### config.mk
export PLATFORM = sky130hd
export DESIGN_NAME = io_input_scan
export DESIGN_NICKNAME = d
export VERILOG_FILES = /design/src/rtl/io_input_scan.sv
export SDC_FILE = /design/constraint.sdc
export NUM_CORES = 1
export LEC_CHECK = 0
export ABC_AREA = 1
export BUFFER_PORTS_ARGS = -buffer_cell sky130_fd_sc_hd__buf_2
export CORE_MARGIN = 2
export CORE_UTILIZATION = 60
export DETAILED_ROUTE_END_ITERATION = 10
export MAX_ROUTING_LAYER = met4
export PLACE_DENSITY_LB_ADDON = 0.1
export SLEW_MARGIN = 20
export SYNTH_ARGS = -nofsm -noshare
export SYNTH_HDL_FRONTEND = slang
export SYNTH_SLANG_ARGS = --single-unit
### constraint.sdc
create_clock -name io_clk -period 3.7 [get_ports io_clk]
set_input_delay 0.185 -clock io_clk [delete_from_list [all_inputs] [get_ports io_clk]]
set_output_delay 0.185 -clock io_clk [all_outputs]
set_load 0.005 [all_outputs]
### src/rtl/io_input_scan.sv
// rtl/io_input_scan.sv - scheduled sampler/debouncer for two 32-bit CPU input ports
// A divider tick walks a scan FSM over both ports; accepted values raise change flags and irq.
module io_input_scan #(
    parameter int SCAN_DIV = 4,
    parameter int DEB_LEN  = 3
) (
    input  logic        io_clk,
    input  logic        resetn,
    input  logic [31:0] in_port0,
    input  logic [31:0] in_port1,
    input  logic [31:0] addr,
    input  logic        io_rd,
    output logic [31:0] io_read_data,
    output logic        irq
);

    localparam int TW = $clog2(SCAN_DIV);
    localparam int CW = $clog2(DEB_LEN + 1);
    localparam logic [TW-1:0] TICK_LAST = TW'(SCAN_DIV - 1);
    localparam logic [CW-1:0] CNT_MAX   = CW'(DEB_LEN);
    localparam logic [CW-1:0] CNT_ACC   = CW'(DEB_LEN - 1);
    localparam logic [5:0]    A_STABLE0 = 6'h20;
    localparam logic [5:0]    A_STABLE1 = 6'h21;
    localparam logic [5:0]    A_STATUS  = 6'h22;

    typedef enum logic [1:0] {
        ST_IDLE,
        ST_S0,
        ST_S1
    } state_t;

    state_t             state_q, state_d;
    logic [TW-1:0]      tick_cnt_q, tick_cnt_d;
    logic [1:0][31:0]   cand_q, cand_d;
    logic [1:0][31:0]   stable_q, stable_d;
    logic [1:0][CW-1:0] cnt_q, cnt_d;
    logic [1:0]         chg_q, chg_d;
    logic               irq_q, irq_d;

    logic               tick;
    logic               status_clr;
    logic [1:0][31:0]   sample;
    logic [1:0]         slot;
    logic [1:0]         chg_set;
    logic               unused_addr;

    assign unused_addr = ^{addr[31:8], addr[1:0]};
    assign tick        = (tick_cnt_q == TICK_LAST);
    assign status_clr  = io_rd && (addr[7:2] == A_STATUS);
    assign sample      = {in_port1, in_port0};
    assign slot        = {state_q == ST_S1, state_q == ST_S0};

    always_comb begin
        tick_cnt_d = tick ? '0 : tick_cnt_q + TW'(1);
        state_d    = state_q;
        case (state_q)
            ST_IDLE: if (tick) state_d = ST_S0;
            ST_S0:   state_d = ST_S1;
            ST_S1:   state_d = ST_IDLE;
            default: state_d = ST_IDLE;
        endcase
    end

    // Each port only moves in its own scan slot; outside it cand/cnt/stable hold.
    always_comb begin
        cand_d   = cand_q;
        cnt_d    = cnt_q;
        stable_d = stable_q;
        chg_set  = '0;
        for (int p = 0; p < 2; p++) begin
            if (slot[p]) begin
                if (sample[p] != cand_q[p]) begin
                    cand_d[p] = sample[p];
                    cnt_d[p]  = CW'(1);
                end else begin
                    if (cnt_q[p] < CNT_MAX) begin
                        cnt_d[p] = cnt_q[p] + CW'(1);
                    end
                    if ((cnt_q[p] == CNT_ACC) && (cand_q[p] != stable_q[p])) begin
                        stable_d[p] = cand_q[p];
                        chg_set[p]  = 1'b1;
                    end
                end
            end
        end
        // A new acceptance outranks a status-read clear in the same cycle.
        chg_d = chg_set | (chg_q & {2{~status_clr}});
        irq_d = |chg_q;
    end

    always_comb begin
        io_read_data = 32'h0;
        case (addr[7:2])
            A_STABLE0: io_read_data = stable_q[0];
            A_STABLE1: io_read_data = stable_q[1];
            A_STATUS:  io_read_data = {30'b0, chg_q};
            default:   io_read_data = 32'h0;
        endcase
    end

    always_ff @(posedge io_clk or negedge resetn) begin
        if (!resetn) begin
            state_q    <= ST_IDLE;
            tick_cnt_q <= '0;
            cand_q     <= '0;
            cnt_q      <= '0;
            stable_q   <= '0;
            chg_q      <= '0;
            irq_q      <= 1'b0;
        end else begin
            state_q    <= state_d;
            tick_cnt_q <= tick_cnt_d;
            cand_q     <= cand_d;
            cnt_q      <= cnt_d;
            stable_q   <= stable_d;
            chg_q      <= chg_d;
            irq_q      <= irq_d;
        end
    end

    assign irq = irq_q;

endmodule

==> results of run 1 <==
==> cell usage after synthesis <==
master | instances | area (um^2)
o221ai_1 | 2 | 17.5
ha_1 | 5 | 62.6
nor2_4 | 2 | 22.5
o22ai_1 | 3 | 18.8
nand3_4 | 1 | 17.5
nand2_4 | 1 | 11.3
buf_2 | 17 | 85.1
inv_1 | 92 | 345
nand2_1 | 529 | 1990
nor2_8 | 1 | 20.0
o21ai_0 | 12 | 60.1
buf_6 | 6 | 67.6
clkbuf_1 | 15 | 56.3
xor2_1 | 32 | 280
nand2_2 | 2 | 12.5
or2_2 | 2 | 12.5
a22o_1 | 13 | 114
buf_1 | 3 | 11.3
inv_2 | 12 | 45.0
nand3_1 | 35 | 175
dfrtp_1 | 139 | 3480
nand4_1 | 68 | 425
nor2_2 | 4 | 25.0
xnor2_1 | 42 | 368
clkinv_1 | 3 | 11.3
buf_4 | 4 | 30.0
o21ai_4 | 1 | 16.3
nor3b_1 | 1 | 7.51
nand3_2 | 1 | 10.0
nor2_1 | 79 | 297
==> power breakdown <==
| part | internal, W | total [W] | switching, W |
|---|---|---|---|
| logic | 0.000132 | 0.000281 | 0.000149 |
| registers | 0.00156 | 0.00161 | 0.0000582 |
| clock network | 0.00113 | 0.00176 | 0.000631 |
| total | 0.00282 | 0.00366 | 0.000838 |
==> path summary, 6_finish.rpt <==
path                       cells after the start  slack (ps)               startpoint                      end
hold / removal                                 3          20             in_port1[13]   cand_q[45]$_DFFE_PN0P_
min in group asynchronous                      2         490                   resetn   cand_q[36]$_DFFE_PN0P_
max in group asynchronous                      3        2330                   resetn     cnt_q[0]$_DFFE_PN0P_
setup reg to reg                              10        1250    cand_q[2]$_DFFE_PN0P_    cand_q[7]$_DFFE_PN0P_
hold reg to reg                                1         430  tick_cnt_q[0]$_DFF_PN0_  tick_cnt_q[0]$_DFF_PN0_
setup / recovery                              12        1240              in_port0[2]    cand_q[7]$_DFFE_PN0P_
==> state kept, by name (all words and copies together), names as in the netlist <==
register    cells
cand_q         64
stable_q       64
cnt_q           4
chg_q           2
state_q         2
tick_cnt_q      2
irq             1
==> through the flow <==
stage          hold WS [ps]  cell area (um^2)
2_1_floorplan          -111              8090
3_3_place_gp            401              8690
3_5_place_dp            398              8690
4_1_cts                1.91              9620
5_1_grt                9.13              9620
6_report               15.1              9620
==> final cells by class <==
type	count	area share
inverters	107	0.0418
well taps	176	0.0229
multi-input cells	836	0.412
repair buffers	149	0.0977
clock inverters	6	0.00833
clock buffers	26	0.0561
flip-flops and latches	139	0.362
==> what timing repair did <==
item                      4_1_cts  5_1_grt
hold buffers                   31        0
hold endpoints to repair      136        0
gates resized for setup         0        0
==> logic make-up after synthesis <==
logic type,count (synthesis),share of synthesized area
adders and majority gates,5,0.00773
AOI/OAI and AO/OA,31,0.0280
DFF,139,0.430
and+or+nand+nor,726,0.374
buffers and inverters,152,0.0806
xor gates and xnor gates,74,0.0801
==> cells in the final DEF (no fill, tap or decap), types with 3 or more instances in the layout <==
cell,netlist,layout
dlygate4sd3_1,0,31
a22o_1,13,13
nand3_1,35,35
xor2_1,32,32
clkinv_1,3,3
nand2_1,529,529
nor2_1,79,79
clkbuf_16,0,17
buf_4,4,13
clkinv_2,0,4
clkbuf_8,0,8
o22ai_1,3,3
xnor2_1,42,42
dfrtp_1,139,139
inv_2,12,12
nor2_2,4,4
ha_1,5,5
nand4_1,68,68
inv_1,92,92
buf_2,17,104
o21ai_0,12,12
==> per-layer routing <==
layer  GRT usage  up-vias  part of all wire
met2       0.456      223              0.47
met5           -        -                 0
li1            -     3749                 -
met3      0.0518       35             0.056
met4      0.0963        0             0.020
met1       0.415     3427              0.45
==> critical path: stages <==
cell,delay (ps)
dlygate4sd3_1,540
buf_2,140
xor2_1,150
nor2_1,150
nand2_1,90
nor2_1,160
nand2_2,140
nor2_8,430
nor2_2,280
buf_4,280
nand2_1,110
nand2_1,80
==> results.json, run 1 <==
{
  "criticalPathCategory": "input pin to flop",
  "maxSlewViolCount": 0,
  "synth_area_um2": 8090,
  "vias": 7434,
  "track_usage": 0.301,
  "ys_seq_area_frac": 0.430,
  "drv_cap": 0,
  "grt_start_max_net_pins": 109,
  "drive_above_1_share": 0.139,
  "setup_viol_count_final": 0,
  "clock_latency_ps": 420,
  "cts_root_buf": "clkbuf_16",
  "powerDensity_nw_per_um2": 380,
  "tritoncts": "yes",
  "max-slew-margin-rel": 0.337,
  "dieWidth_um": 120,
  "globalRouteOverflowTotal": 0,
  "die-area_um2": 14400,
  "stdcell_count": 1439,
  "vdd_drop_max_uv": 307,
  "yosysUniqueCellTypes": 30,
  "pre_cts_slack_ps": 1310,
  "portBuffers": 105,
  "vias_per_cell": 5.17,
  "clockBufferDepth": 2,
  "multi_input_area_um2": 3960,
  "cp_max_fo": 35,
  "worst_pin_slew_ps": 995,
  "dp.cells": 1376,
  "antenna_found_initial": 0,
  "p_leak_nw": 5.30,
  "row_count": 42,
  "wl_per_cell_um": 13.7,
  "grt_pass1_vias": 6791,
  "dpl.hpwl_um": 13300,
  "wirelength_um": 19800,
  "start_util": 0.613,
  "fin_crit_ps": 2460,
  "area_delta_synth_final_pct": 18.9,
  "start_kind": "input pin",
  "skew_ps": 5.35,
  "grt_pass1_wl_um": 33500,
  "max_freq_mhz": 407,
  "fin_tns_setup_ps": 0,
  "core_area_um2": 13200,
  "drt_iter0_drc": 563,
  "rsz0062_at_grt": "false",
  "pin_count": 132,
  "syn_area_per_cell_um2": 7.18,
  "hold_path_class": "input pin to flop",
  "htreeDepth": 4,
  "post-route-util": 0.729,
  "cts_setup_buffers": 0,
  "die-height_um": 120,
  "cts.sinks": 139,
  "finalHoldViolCount": 0,
  "yosysWarnings": 0,
  "firstDrtPassIters": 5,
  "p_total_w": 0.00366,
  "drc_errors": 0,
  "cp_data_required_time_ps": 4000,
  "nFillCells": 1069,
  "cts-buffers-inserted": 17,
  "min_period_over_period": 0.664,
  "n_antenna_cell": 0,
  "synth_nets": 1231,
  "cp.arrival_ps": 2760,
  "seqCellArea_um2": 3480,
  "clk_pin_slew_ps": 60,
  "postSynthCellCount": 1127,
  "crit_path_end_kind": "flop",
  "gp_congestion": 0.892,
  "num-nets-final": 1354,
  "synth_seq_cells": 139,
  "setup_slack_ps": 1240,
  "final_antenna_net_count": 0,
  "status": "finished, final reports clean"
}
Note: power is estimated with default switching activity, not from simulation.
==> inputs of run 2 (changes only) <==
Settings changed: CORE_UTILIZATION 60 to 52.
Clock period 3.7 ns to 2.1 ns, I/O delays scaled along.
==> run 2 against run 1 <==
Sequential share of layout area decreased by 2.2 points. Clock power increased by 68%. Global-route usage is 2.9 points lower. First-iteration DRC count decreased by 12%. Sequential cell count did not move. Power is 74% higher. Register-to-register slack worse by 1100 ps. Critical path depth down 3. Clock-buffer cell count fell by 4. Die area rose by 15%. Worst hold slack improved by 130 ps. Critical endpoint is now stable_q[28]$_DFFE_PN0P_.
==> results.json, run 2 (same netlist as run 1, synthesis figures left out) <==
{
  "wl_per_cell_um": 13.7,
  "placed_area_um2": 8990,
  "stdcell_count": 1518,
  "area_delta_synth_final_pct": 26.7,
  "cp_data_required_time_ps": 2410,
  "setup_viol_count_final": 0,
  "final_cell_mix": "nand2_1, dfrtp_1, buf_2",
  "clock_latency_ps": 420,
  "path_cells": "xor2_1, nor2_1, nand2_1, nor2_1, nand2_2, nor2_8, nand3_2, nand2_1, nand2_1",
  "drive_above_1_share": 0.156,
  "vias": 7598,
  "dp.cells": 1421,
  "dpl.hpwl_um": 14300,
  "max_freq_mhz": 503,
  "p_total_w": 0.00638,
  "status": "finished, final reports clean",
  "globalRouteOverflowTotal": 0,
  "min_period_over_period": 0.947,
  "grt_start_max_net_pins": 47,
  "track_usage": 0.271,
  "dieWidth_um": 129,
  "row_count": 45,
  "reg_top3": "cand_q (64), stable_q (64), cnt_q (4)",
  "grt_pass1_vias": 7104,
  "crit_path_max_incr_delay_ps": 430,
  "n_antenna_cell": 0,
  "pre_cts_slack_ps": 119,
  "cts.sinks": 139,
  "cts-buffers-inserted": 17,
  "max-slew-margin-rel": 0.579,
  "post-route-cell-area_um2": 10200,
  "drv_cap": 0,
  "crit_slowest_cell": "dfrtp_1",
  "wirelength_um": 20900,
  "skew_ps": 6.03,
  "core_area_um2": 15200,
  "maxSlewViolCount": 0,
  "pin_count": 132,
  "portBuffers": 105,
  "vias_per_cell": 5.01,
  "tritoncts": "yes",
  "finalHoldViolCount": 0,
  "fin_crit_ps": 1990,
  "drt_iter0_drc": 494,
  "powerDensity_nw_per_um2": 623,
  "die-area_um2": 16600,
  "p_leak_nw": 5.60,
  "cp_max_fo": 16,
  "rsz0062_at_grt": "true",
  "cts_root_buf": "clkbuf_16",
  "clk_pin_slew_ps": 60,
  "antenna_found_initial": 0,
  "worst_pin_slew_ps": 631,
  "firstDrtPassIters": 5,
  "cpMostUsedCell": "nand2_1",
  "start_util": 0.532,
  "crit_path_end_kind": "flop",
  "htreeDepth": 4,
  "cp.arrival_ps": 2300,
  "setup_slack_ps": 111,
  "grt_pass1_wl_um": 34400,
  "start_kind": "flop",
  "vdd_drop_max_uv": 566,
  "final_antenna_net_count": 0,
  "timing.hold.ws_ps": 148,
  "final_common_cell": "nand2_1",
  "drc_errors": 0,
  "num-nets-final": 1423,
  "criticalPathCategory": "flop to flop",
  "gp_congestion": 0.812,
  "clockBufferDepth": 2,
  "hold_path_class": "input pin to asynchronous set/reset pin",
  "die-height_um": 129
}
==> run 2: cell types whose count changed in the layout (fill, tap and decap cells not counted), sizes merged <==
cell         previous run  this run
buf                   118       151
clkbuf                 26        22
clkinv                  7         8
clkinvlp                0         1
dlygate4sd3            31        66
nand3                  37        38
==> run 2: stage by stage <==
step	TNS (ps)	utilization
4_1_cts	0	0.673
6_report	0	0.674
3_5_place_dp	0	0.591
5_1_grt	-1220	0.674
2_1_floorplan	0	-
3_3_place_gp	0	0.591
==> run 2: layout make-up <==
cell class / instances / area (um^2)
clock buffer: 22 / 484
tap: 188 / 235
clock inverter: 8 / 92.6
timing repair buffer: 217 / 1580
multi-input combinational: 837 / 3980
sequential: 139 / 3480
fill: 1329 / 4960
inverter: 107 / 402
==> run 2: routing by layer <==
metal / track usage / vias to the layer above / wire length [um]
li1: - / 3894 / -
met1: 0.361 / 3475 / 9630
met2: 0.427 / 192 / 9930
met3: 0.0445 / 37 / 883
met4: 0.0882 / 0 / 426
met5: - / - / 0
==> run 2: what timing repair did <==
action                                  CTS  global route
hold buffers                             66             0
resized for setup                         0             1
endpoints found under the setup margin    0            83
hold endpoints to repair                205             0
setup buffers                             0             0
==> run 2: path summary, 6_finish.rpt <==
| check | endpoint | start | cells after the start | slack (ps) |
|---|---|---|---|---|
| min in group io_clk | chg_q[0]$_DFF_PN0_ | addr[6] | 6 | 150 |
| worst max-delay path | stable_q[28]$_DFFE_PN0P_ | cand_q[29]$_DFFE_PN0P_ | 9 | 110 |
| worst min-delay path | cand_q[2]$_DFFE_PN0P_ | resetn | 2 | 150 |
| max in group asynchronous | stable_q[23]$_DFFE_PN0P_ | resetn | 3 | 1320 |
| worst max register to register | stable_q[28]$_DFFE_PN0P_ | cand_q[29]$_DFFE_PN0P_ | 9 | 110 |
| worst min register to register | tick_cnt_q[0]$_DFF_PN0_ | tick_cnt_q[0]$_DFF_PN0_ | 1 | 430 |
==> run 2: where the power goes <==
group          internal (W)  leakage [nW]  total, W  switching (W)
Combinational      0.000306          3.54  0.000604       0.000298
Sequential          0.00274          1.77   0.00283      0.0000836
Clock               0.00185         0.287   0.00295        0.00110
==> run 2: critical path: cells and delay by family (launching register included) <==
kind | cells | cell delay, ps
xor+xnor | 1 | 160
flops | 1 | 430
simple gates | 8 | 1280
